`src/rtl/jtag_host_seq.sv`:
```
// IEEE 1149.1 host sequencer: runs TLR / shift IR / shift DR / RTI-idle commands and returns captured TDO.
// Optional macro JTAG_HOST_LEN_CHECK_EN adds rsp_err and rejects out-of-range shift/idle lengths.
module jtag_host_seq #(
  parameter int TCK_DIV = 4,
  parameter int MAX_LEN = 32
) (
  input  logic               clk,
  input  logic               rst,
  input  logic               cmd_valid,
  output logic               cmd_ready,
  input  logic [1:0]         cmd_op,
  input  logic [5:0]         cmd_len,
  input  logic [MAX_LEN-1:0] cmd_data,
  output logic               rsp_valid,
  input  logic               rsp_ready,
  output logic [MAX_LEN-1:0] rsp_data,
`ifdef JTAG_HOST_LEN_CHECK_EN
  output logic               rsp_err,
`endif
  output logic               jtag_tck,
  output logic               jtag_tms,
  output logic               jtag_tdi,
  input  logic               jtag_tdo
);

  localparam int IW = $clog2(MAX_LEN);
  localparam int DW = (TCK_DIV > 1) ? $clog2(TCK_DIV) : 1;
  localparam logic [1:0] OP_TLR = 2'd0;
  localparam logic [1:0] OP_IR  = 2'd1;
  localparam logic [1:0] OP_DR  = 2'd2;
  localparam logic [1:0] OP_RTI = 2'd3;

  typedef enum logic [2:0] {IDLE, PRE, SHIFT, POST, RSP} state_t;

  state_t               state_q, state_n;
  logic [DW-1:0]        div_q, div_n;
  logic                 tck_q, tck_n, tms_q, tms_n, tdi_q, tdi_n;
  logic [5:0]           cnt_q, cnt_n, n_q, n_n;
  logic [1:0]           op_q, op_n;
  logic [MAX_LEN-1:0]   data_q, data_n, rdata_q, rdata_n;
  logic                 rvalid_q, rvalid_n;

  logic                 active, div_tc, rise, fall, last_shift, pre_last, len_bad;
  logic [5:0]           len_eff, cnt_inc;

  // A length field of 0 selects the full 32-bit shift; upper bit is dropped.
  assign len_eff = (cmd_len[4:0] == 5'd0) ? 6'd32 : {1'b0, cmd_len[4:0]};

`ifdef JTAG_HOST_LEN_CHECK_EN
  logic err_q;
  assign len_bad = (cmd_op != OP_TLR) && ((cmd_len == 6'd0) || (int'(cmd_len) > MAX_LEN));
  assign rsp_err = err_q;

  always_ff @(posedge clk) begin
    if (rst) err_q <= 1'b0;
    else if (state_q == IDLE && cmd_valid) err_q <= len_bad;
  end
`else
  logic unused_len_msb;
  assign unused_len_msb = cmd_len[5];
  assign len_bad = 1'b0;
`endif

  assign active     = (state_q == PRE) || (state_q == SHIFT) || (state_q == POST);
  assign div_tc     = (div_q == DW'(TCK_DIV - 1));
  assign rise       = active && div_tc && !tck_q;
  assign fall       = active && div_tc && tck_q;
  assign cnt_inc    = cnt_q + 6'd1;
  assign last_shift = (cnt_q == n_q - 6'd1);
  assign pre_last   = (cnt_q == ((op_q == OP_DR) ? 6'd2 : 6'd3));

  assign cmd_ready = (state_q == IDLE);
  assign rsp_valid = rvalid_q;
  assign rsp_data  = rdata_q;
  assign jtag_tck  = tck_q;
  assign jtag_tms  = tms_q;
  assign jtag_tdi  = tdi_q;

  always_comb begin
    state_n  = state_q;
    div_n    = div_q;
    tck_n    = tck_q;
    tms_n    = tms_q;
    tdi_n    = tdi_q;
    cnt_n    = cnt_q;
    n_n      = n_q;
    op_n     = op_q;
    data_n   = data_q;
    rdata_n  = rdata_q;
    rvalid_n = rvalid_q;

    if (active) begin
      if (div_tc) begin
        div_n = '0;
        tck_n = ~tck_q;
      end else begin
        div_n = div_q + DW'(1);
      end
    end else begin
      div_n = '0;
      tck_n = 1'b0;
    end

    case (state_q)
      IDLE: begin
        if (cmd_valid) begin
          op_n    = cmd_op;
          n_n     = len_eff;
          data_n  = cmd_data;
          rdata_n = '0;
          cnt_n   = '0;
          tdi_n   = 1'b0;
          if (len_bad) begin
            state_n = RSP;
          end else if (cmd_op == OP_RTI) begin
            state_n = SHIFT;
            tms_n   = 1'b0;
          end else begin
            state_n = PRE;
            tms_n   = 1'b1;
          end
        end
      end
      PRE: begin
        if (fall) begin
          if (pre_last) begin
            cnt_n = '0;
            if (op_q == OP_TLR) begin
              // TLR tail (1,0) reuses POST to land in Run-Test/Idle.
              state_n = POST;
              tms_n   = 1'b1;
            end else begin
              state_n = SHIFT;
              tms_n   = (n_q == 6'd1);
              tdi_n   = data_q[0];
            end
          end else begin
            cnt_n = cnt_inc;
            tms_n = (op_q == OP_TLR) || (op_q == OP_IR && cnt_q == 6'd0);
          end
        end
      end
      SHIFT: begin
        if (rise && op_q != OP_RTI) rdata_n[cnt_q[IW-1:0]] = jtag_tdo;
        if (fall) begin
          if (last_shift) begin
            cnt_n = '0;
            if (op_q == OP_RTI) begin
              state_n = RSP;
            end else begin
              state_n = POST;
              tms_n   = 1'b1;
              tdi_n   = 1'b0;
            end
          end else begin
            cnt_n = cnt_inc;
            if (op_q != OP_RTI) begin
              tms_n = (cnt_inc == n_q - 6'd1);
              tdi_n = data_q[cnt_inc[IW-1:0]];
            end
          end
        end
      end
      POST: begin
        if (fall) begin
          if (cnt_q == 6'd0) begin
            cnt_n = 6'd1;
            tms_n = 1'b0;
          end else begin
            state_n = RSP;
          end
        end
      end
      RSP: begin
        if (!rvalid_q) begin
          rvalid_n = 1'b1;
        end else if (rsp_ready) begin
          rvalid_n = 1'b0;
          state_n  = IDLE;
        end
      end
      default: state_n = IDLE;
    endcase
  end

  always_ff @(posedge clk) begin
    if (rst) begin
      state_q  <= IDLE;
      div_q    <= '0;
      tck_q    <= 1'b0;
      tms_q    <= 1'b1;
      tdi_q    <= 1'b0;
      cnt_q    <= '0;
      n_q      <= '0;
      op_q     <= OP_TLR;
      data_q   <= '0;
      rdata_q  <= '0;
      rvalid_q <= 1'b0;
    end else begin
      state_q  <= state_n;
      div_q    <= div_n;
      tck_q    <= tck_n;
      tms_q    <= tms_n;
      tdi_q    <= tdi_n;
      cnt_q    <= cnt_n;
      n_q      <= n_n;
      op_q     <= op_n;
      data_q   <= data_n;
      rdata_q  <= rdata_n;
      rvalid_q <= rvalid_n;
    end
  end

endmodule
```
`config.mk`:
```
export PLATFORM = sky130hd
export DESIGN_NAME = jtag_host_seq
export DESIGN_NICKNAME = d
export VERILOG_FILES = /design/src/rtl/jtag_host_seq.sv
export SDC_FILE = /design/constraint.sdc
export NUM_CORES = 1
export LEC_CHECK = 0
export ABC_AREA = 1
export BUFFER_PORTS_ARGS = -buffer_cell sky130_fd_sc_hd__buf_2
export CAP_MARGIN = 20
export CORE_MARGIN = 5
export CORE_UTILIZATION = 45
export CTS_CLUSTER_DIAMETER = 120
export CTS_CLUSTER_SIZE = 8
export DETAILED_ROUTE_END_ITERATION = 8
export GPL_ROUTABILITY_DRIVEN = 0
export GPL_TIMING_DRIVEN = 0
export PLACE_DENSITY_LB_ADDON = 0.2
export SLEW_MARGIN = 10
export SYNTH_ARGS = -nofsm -noshare
export SYNTH_HDL_FRONTEND = slang
export SYNTH_SLANG_ARGS = --single-unit
```
`constraint.sdc`:
```
create_clock -name clk -period 2.1 [get_ports clk]
set_input_delay 0.42 -clock clk [delete_from_list [all_inputs] [get_ports clk]]
set_output_delay 0.42 -clock clk [all_outputs]
set_load 0.01 [all_outputs]
```
Word level (Yosys, flattened, before mapping)
Index checks and enable logic that the tools add are counted.
Word-level totals
  flip-flop bits (word level): 87
  output and inout port bits: 37
Cells by class
  add/subtract/negate cells: 3
  magnitude comparators: 3
  eq/ne operators: 28
  multiplexer cells: 54
  bitwise logic cells: 2
  reductions and logical operators: 25
Operators with widths (number)
  $mux W32: 2
  $pmux W32 S2: 1
  $mux W6: 8
  $bwmux W32: 1
  $mux W3: 10
  $mux W1: 25
  $pmux W6 S4: 1
  $ne A2 B2 Y1 const B: 11
  $reduce_and A8 Y1: 2
  $pmux W3 S5: 1
  $eq A6 B6 Y1: 2
  $lt A5 B6 Y1 const B: 2
  $reduce_and A9 Y1: 1
  $eq A2 B2 Y1 const B: 4
  $add A6 B1 Y6 const B: 1
  $eq A3 B2 Y1 const B: 2
  $eq A6 B1 Y1 const B: 1
  $eq A6 B2 Y1: 1
  $logic_and A1 B1 Y1: 6
  $logic_not A6 Y1: 1
  $reduce_and A6 Y1: 1
  $sub A6 B1 Y6 const B: 1
  $bmux W1 S5: 1
  $demux W1 S5: 1
  other kinds (24): 28

Longest topological paths before layout
Gate-level depths: netlist of run 1.
  depth after elaboration: 8
  mapped depth: 15
  gate-level depth less buffers: 15

Least setup slack after synthesis of run 1
OpenSTA, ideal clock, no wires.
  kind: register to register
  start point: reg cnt_q[0]
  end point: reg tdi_q (netlist: jtag_tdi)
  arrival time: 1649 ps
  required time: 1988 ps
  setup slack: 339 ps
  cell stages (with the launch flop): 15
  cell sequence: dfxtp_1 > buf_2 > inv_2 > ha_1 > buf_2 > a21oi_1 > o21ai_0 > nand3_1 > nand3_1 > nand2_1 > nand2_1 > nand2_1 > nor2_1 > nor2_1 > nor2_1
On the way
  longest elaborated chain between the ends: 7
  elaborated cells on any way between the ends: 13
  classes of those cells: add/sub: 1; eq/ne: 5; mux: 6; reduce/logical: 1
RTL lines
  from (decl): line 38  | logic [5:0] cnt_q, cnt_n, n_q, n_n;
  from (signal assigned): line 205  | cnt_q <= cnt_n;
  $add A6 B1 Y6: line 68  | assign cnt_inc = cnt_q + 6'd1;
  $bmux W1 S5: line 159  | tdi_n = data_q[cnt_inc[IW-1:0]];
  $mux W1 (not written as such): line 159
  $mux W1: line 157  | if (op_q != OP_RTI) begin
  $mux W1: line 146  | if (last_shift) begin
  $mux W1: line 145  | if (fall) begin
  $pmux W1 S3: line 104  | case (state_q)
  to (signal assigned): line 204  | tdi_q <= tdi_n;
  to (decl): line 37  | logic tck_q, tck_n, tms_q, tms_n, tdi_q, tdi_n;
Parallel ways exist; a longest one is shown, timed or not. The select of a mux whose other input is x is not followed.
A chain may end at the register's enable or synchronous reset.

Worst setup path after layout of run 1
  start point: reg cnt_q[0]
  end point: reg tms_q (netlist: jtag_tms)
On the way
  longest elaborated chain between the ends: 6
  elaborated cells on any way between the ends: 17
  classes of those cells: add/sub: 1; eq/ne: 6; mux: 6; reduce/logical: 4
RTL lines
  $add A6 B1 Y6 / $logic_not A6 Y1 (equally long branches): line 68, 139, 166
  $eq A6 B6 Y1 / $logic_and A1 B1 Y1 (equally long branches): line 158, 139
  $mux W1 / $logic_or A1 B1 Y1 (equally long branches): line 157, 139
  $mux W1 (on tied branches): line 146, 126
  $mux W1 (on tied branches): line 145, 125
  $pmux W1 S4: line 104
  to (signal assigned): line 203  | tms_q <= tms_n;
  to (decl): line 37
Parallel ways exist; a longest one is shown, timed or not. The select of a mux whose other input is x is not followed.

==> results.json, run 1 <==
{
  "drc": 0,
  "final-hold-violation-count": 0,
  "place.detailed.hpwl_mm": 9.67,
  "startpoint_class": "flop",
  "static-leakage-power_nw": 2.36,
  "buffer_ports.inserted": 79,
  "cts_hold_repair.buffers": 0,
  "clk_transition_reported_paths_ns": 0.09,
  "clock_sinks": 87,
  "largest_voltage_drop_on_the_vdd_net_v": 0.000509,
  "preCtsSetupSlack_ns": -0.118,
  "die_y_um": 111,
  "clock_tree.root_cell": "clkbuf_8",
  "synthCells": 683,
  "grt_pass1_vias": 4580,
  "viasPerCell": 5.28,
  "rr_startpoint": "cnt_q[0]",
  "design.portCount": 82,
  "tritoncts": "yes",
  "global_route.overflow_total": 0,
  "routed_wirelength_mm": 13.0,
  "post_route_clock_period_utilization": 0.945,
  "critPathCaptureType": "flop",
  "yosys_warnings": 0,
  "synth_top_cell_by_area": "dfxtp_1",
  "crit_required_ns": 2.36,
  "crit_arrival_ns": 2.24,
  "drt_first_pass_iters": 5,
  "detail-route-antenna-nets": 0,
  "tritoncts.num_buffers": 9,
  "finished_core_util": 0.553,
  "power_density_nw_per_um2": 1070,
  "crit_path_max_fanout": 9,
  "cts_buffer_depth": 2,
  "mostFrequentLayoutCells": "nand2_1, nor2_1, buf_2",
  "finalCriticalPeriod_ns": 1.98,
  "share_of_cells_above_drive_strength_1": 0.199,
  "clock_tree.htree_level_count": 3,
  "dr.first_iter.drc_count": 483,
  "floorplan.initialDensity": 0.464,
  "syn_to_final_growth_pct": 19.1,
  "regToRegSetupSlack_ns": 0.12,
  "setup.worst_path.start": "cnt_q[0]",
  "grt_antenna_before_repair": 0,
  "hp-start": "cmd_data[10]",
  "timing.final.setup_violations": 0,
  "insertion_delay_ns": 0.36,
  "mostFrequentLayoutCell": "nand2_1",
  "synth_seq_area_share": 0.382,
  "run_status": "completed",
  "avgRoutedWirePerCell_um": 14.2,
  "post-route-worst-setup-slack_ns": 0.116,
  "grt_start_max_net_pins": 15,
  "worst-slew-pin-transition_ns": 0.639,
  "synth.ff_latch_count": 87,
  "globalRouteTotalUtil": 0.212,
  "num_vias": 4819,
  "fp.dieW_um": 111,
  "hold-path-endpoint": "data_q[10]",
  "placementRows": 36,
  "clock_skew_ns": 0.00988,
  "placeableCoreArea_sq_um": 9820,
  "hold_class": "in -> reg",
  "synth.lib_cells_used.distinct": 34,
  "drv.max_cap_violation_count": 0,
  "nets": 827,
  "slew_viol_final": 0,
  "setup.worst_path.class": "reg -> reg",
  "timing.slew.headroom": 0.574,
  "die-area_sq_um": 12200,
  "synthDominantCellAreaShare": 0.382,
  "antennaDiodeCount": 0,
  "worst_r2r_path_depth": 11,
  "r2r-end": "jtag_tms",
  "first_pass_grt_wire_length_mm": 21.9,
  "max_freq_ghz": 0.504,
  "synth.cell_area_sq_um": 4560,
  "synth.avg_cell_area_sq_um": 6.68,
  "holdPathStages": 3,
  "synthesis.nets": 735,
  "synth_top_cells_by_area": "dfxtp_1, nand2_1, a21oi_1, nor2_1, o21ai_0"
}
logic make-up (layout without fill, tap and decap cells):
group           Yosys count  after routing  synth area share
fa+ha+maj                 7              7            0.0192
simple gates            305            305             0.288
compound gates          180            180             0.207
buf+inv                  98            195            0.0925
flops                    87             87             0.382
xor+xnor                  6              6            0.0115
layer usage:
layer | global-route usage | share of wire | vias up
li1 | - | - | 2417
met1 | 0.295 | 0.47 | 2231
met2 | 0.333 | 0.45 | 147
met3 | 0.0360 | 0.062 | 24
met4 | 0.0706 | 0.022 | 0
met5 | 0 | 0 | -
cell type report:
cell class / count / area (sq um)
fill: 1020 / 4390
multi-input combinational: 498 / 2440
sequential: 87 / 1750
timing repair buffer: 81 / 410
inverter: 65 / 244
buffer: 33 / 190
tap: 133 / 166
clock buffer: 11 / 131
clock inverter: 5 / 106
where the power goes:
part,internal (mW),switching (mW)
Clock,0.794,0.628
Combinational,0.765,1.52
Sequential,1.93,0.159
sequential cells by signal, indices dropped and copies added, names as in the netlist, 2 cells and up:
name	cells
state_q	3
rsp_data	32
data_q	32
op_q	2
div_q	2
n_q	6
cnt_q	6
through the flow:
step           setup TNS (ns)  total power [mW]  instances  cell area [sq um]  hold slack (ns)
2_1_floorplan               0              3.75        683               4560            0.398
3_3_place_gp           -0.569              4.25        895               5120            0.408
3_5_place_dp           -0.949              4.31        895               5120            0.417
4_1_cts                     0              5.73        911               5370            0.271
5_1_grt               -0.0148              6.25        913               5430            0.282
6_report                    0              5.79        913               5430            0.274
critical path, cell delays in order, from the launching register on:
cell and delay (ns):
dfxtp_2 0.35, buf_6 0.14, inv_2 0.15, ha_4 0.16, inv_2 0.09, nor2_2 0.16, nand2_1 0.13, nand2_1 0.11
nand2_2 0.13, or2_1 0.27, a21oi_1 0.13, nand2_1 0.07
Yosys cell counts:
| cell | n |
|---|---|
| a211oi_1 | 2 |
| a211oi_2 | 1 |
| a21oi_1 | 81 |
| a21oi_2 | 2 |
| a21oi_4 | 1 |
| a31oi_1 | 1 |
| buf_1 | 2 |
| buf_2 | 10 |
| buf_4 | 1 |
| buf_6 | 5 |
| clkbuf_1 | 15 |
| clkinv_1 | 1 |
| dfxtp_1 | 87 |
| ha_1 | 7 |
| inv_1 | 56 |
| inv_2 | 8 |
| nand2_1 | 128 |
| nand2_2 | 6 |
| nand3_1 | 45 |
| nand4_1 | 7 |
| nor2_1 | 104 |
| nor2_2 | 2 |
| nor2_4 | 4 |
| nor2_8 | 1 |
| nor3_1 | 2 |
| nor3_2 | 3 |
| nor4_1 | 2 |
| o211ai_1 | 2 |
| o21ai_0 | 72 |
| o21ai_1 | 17 |
| o21ai_2 | 1 |
| or2_1 | 1 |
| xnor2_1 | 1 |
| xor2_1 | 5 |
worst max path at each step:
stage,endpoint,depth (start not counted)
6_report,jtag_tms,11
2_1_floorplan,jtag_tdi,14
3_3_place_gp,jtag_tdi,14
5_1_grt,jtag_tms,12
3_5_place_dp,jtag_tdi,14
4_1_cts,jtag_tdi,14
timing repair:
| action | 4_1_cts | 5_1_grt |
|---|---|---|
| pin swaps | 0 | 2 |
| endpoints found under the hold margin | 0 | 0 |
| setup buffers | 0 | 2 |
| resized for setup | 4 | 17 |
| setup endpoints to repair | 11 | 11 |
Note: power is estimated with default switching activity, not from simulation.
==> inputs of run 2 (changes only) <==
Settings changed: CORE_ASPECT_RATIO set to 1.4, PLACE_DENSITY set to 0.75, PLACE_DENSITY_LB_ADDON 0.2 to not set.
==> run 2 against run 1 <==
Compared with the run above:
- first-iteration DRC count fell by 38%
- critical endpoint is now jtag_tdi
- via count fell by 0.66%
- critical path type unchanged
- largest cell class unchanged
- clock skew rose by 0.00053 ns
- largest power group unchanged
- hold slack improved by 0.022 ns
- combinational power fell by 2%
==> results.json, run 2 (synthesis gave the netlist of run 1 again) <==
{
  "viasPerCell": 5.23,
  "post_route_clock_period_utilization": 0.925,
  "power_density_nw_per_um2": 1100,
  "drt_first_pass_iters": 5,
  "placedCellCount": 897,
  "run_status": "completed",
  "buffer_ports.inserted": 79,
  "ordered_list_of_cells_on_the_worst_path": "buf_6 > inv_4 > ha_4 > buf_4 > a21oi_1 > o21ai_0 > nand3_1 > nand3_1 > nand2_1 > nand2_1 > nand2_1 > nor2_1 > nor2_1 > nor2_1",
  "share_of_cells_above_drive_strength_1": 0.195,
  "static-leakage-power_nw": 2.40,
  "antennaDiodeCount": 0,
  "crit_path_max_fanout": 10,
  "holdPathStages": 3,
  "p_seq_frac": 0.347,
  "startpoint_class": "flop",
  "fp.dieW_um": 95.1,
  "layout.cells.non_filler": 915,
  "worst-slew-pin-transition_ns": 0.558,
  "tritoncts": "yes",
  "clock_tree.htree_level_count": 3,
  "critical_path.slowest_cell": "dfxtp_2",
  "globalRouteTotalUtil": 0.213,
  "regToRegSetupSlack_ns": 0.16,
  "grt_start_max_net_pins": 15,
  "placementRows": 43,
  "cts_hold_repair.buffers": 0,
  "net_switching_fraction_of_the_power": 0.378,
  "routed_wirelength_mm": 12.7,
  "power.share.combinational": 0.369,
  "grt_pass1_vias": 4691,
  "slew_viol_final": 0,
  "register_area_sq_um": 1750,
  "tritoncts.num_buffers": 9,
  "first_pass_grt_wire_length_mm": 21.0,
  "rr_startpoint": "cnt_q[0]",
  "finalCriticalPeriod_ns": 1.94,
  "max_freq_ghz": 0.515,
  "nets": 828,
  "worst_r2r_path_depth": 14,
  "timing.hold.ws_ns": 0.296,
  "drc": 0,
  "setup_tns_ns": 0,
  "timing.slew.headroom": 0.628,
  "die_y_um": 129,
  "placeableCoreArea_sq_um": 9900,
  "hp-start": "cmd_data[6]",
  "clock_skew_ns": 0.0104,
  "mostFrequentLayoutCell": "nand2_1",
  "insertion_delay_ns": 0.35,
  "die-area_sq_um": 12300,
  "dr.first_iter.drc_count": 298,
  "global_route.overflow_total": 0,
  "multiInputGateArea_sq_um": 2420,
  "mostFrequentLayoutCells": "nand2_1, nor2_1, buf_2",
  "rsz0062_at_grt": "false",
  "critPathCaptureType": "flop",
  "largest_incremental_delay_on_the_critical_path_ns": 0.36,
  "final-hold-violation-count": 0,
  "setup.worst_path.class": "reg -> reg",
  "avgRoutedWirePerCell_um": 13.9,
  "num_vias": 4787,
  "drv.max_cap_violation_count": 0,
  "netSwitchingPower_mw": 2.29,
  "place.detailed.hpwl_mm": 9.71,
  "clock_tree.root_cell": "clkbuf_16",
  "crit_arrival_ns": 2.18,
  "cts_buffer_depth": 2,
  "clock_group_share_of_total_power": 0.285,
  "floorplan.initialDensity": 0.461,
  "grt_antenna_before_repair": 0,
  "clk_transition_reported_paths_ns": 0.07,
  "hold-path-endpoint": "data_q[6]",
  "design.portCount": 82,
  "r2r-end": "jtag_tdi",
  "largest_voltage_drop_on_the_vdd_net_v": 0.000786,
  "clock_sinks": 87,
  "crit_required_ns": 2.33,
  "p_int_mw": 3.76,
  "timing.final.setup_violations": 0,
  "hold_class": "in -> reg",
  "layout.filler_cells": 1021,
  "syn_to_final_growth_pct": 20.7,
  "detail-route-antenna-nets": 0
}
[run 2: cell count changes in the layout (fill, tap and decap cells not counted), moves of 2 or more]
cell,change
nand2_4,-2
clkbuf_8,-8
clkbuf_1,-2
buf_4,+2
clkbuf_16,+9
inv_2,-3
[run 2: metrics by stage]
stage / setup WS (ns) / area [sq um] / power, mW / util
after floorplan: 0.339 / 4560 / 3.75 / -
after global placement: -0.0648 / 5120 / 4.23 / 0.518
after detailed placement: -0.0789 / 5120 / 4.30 / 0.518
after CTS: 0.0218 / 5450 / 6.03 / 0.551
after global routing: 0.0196 / 5500 / 6.48 / 0.556
final: 0.158 / 5500 / 6.05 / 0.556
[run 2: repair_timing]
action                     CTS  global route
setup buffers                0             3
pin swaps                    0             1
gates resized for setup      4            10
setup endpoints to repair   11            11
gates cloned                 0             0
[run 2: power by group through the flow]
stage	combinational, mW	sequential, mW	clock, mW
final	2.23	2.10	1.72
after global placement	2.12	2.11	0
after global routing	2.54	2.13	1.82
after detailed placement	2.18	2.12	0
after floorplan	1.66	2.09	0
after CTS	2.20	2.09	1.74
[run 2: critical path: cells and delay by family (launching register included)]
family / cells / cell delay, ns
AO/OA/AOI/OAI: 2 / 0.26
adder cells (fa/ha/maj): 1 / 0.25
AND/OR/NAND/NOR: 8 / 0.54
flip-flops: 1 / 0.36
buffers and inverters: 3 / 0.40
[run 2: worst max path at each step]
stage / startpoint / slack [ns] / end
floorplan: cnt_q[0] / 0.34 / jtag_tdi
global placement: cnt_q[0] / -0.06 / jtag_tdi
detailed placement: cnt_q[0] / -0.08 / jtag_tdi
global route: cnt_q[0] / 0.02 / jtag_tms
CTS: cnt_q[0] / 0.02 / jtag_tdi
finish: cnt_q[0] / 0.16 / jtag_tdi
[run 2: final cells by class]
| cell class | count | share of cell area |
|---|---|---|
| Inverter | 65 | 0.0448 |
| Buffer | 33 | 0.0339 |
| Multi-Input combinational cell | 498 | 0.439 |
| Sequential cell | 87 | 0.317 |
| Tap cell | 135 | 0.0307 |
| Clock inverter | 5 | 0.0150 |
| Timing Repair Buffer | 82 | 0.0759 |
| Clock buffer | 10 | 0.0434 |
[run 2: routing by layer]
| metal | part of all wire | vias up | GRT usage |
|---|---|---|---|
| met5 | 0 | - | 0 |
| li1 | - | 2430 | - |
| met1 | 0.41 | 2166 | 0.250 |
| met2 | 0.51 | 167 | 0.378 |
| met3 | 0.059 | 24 | 0.0389 |
| met4 | 0.020 | 0 | 0.0850 |
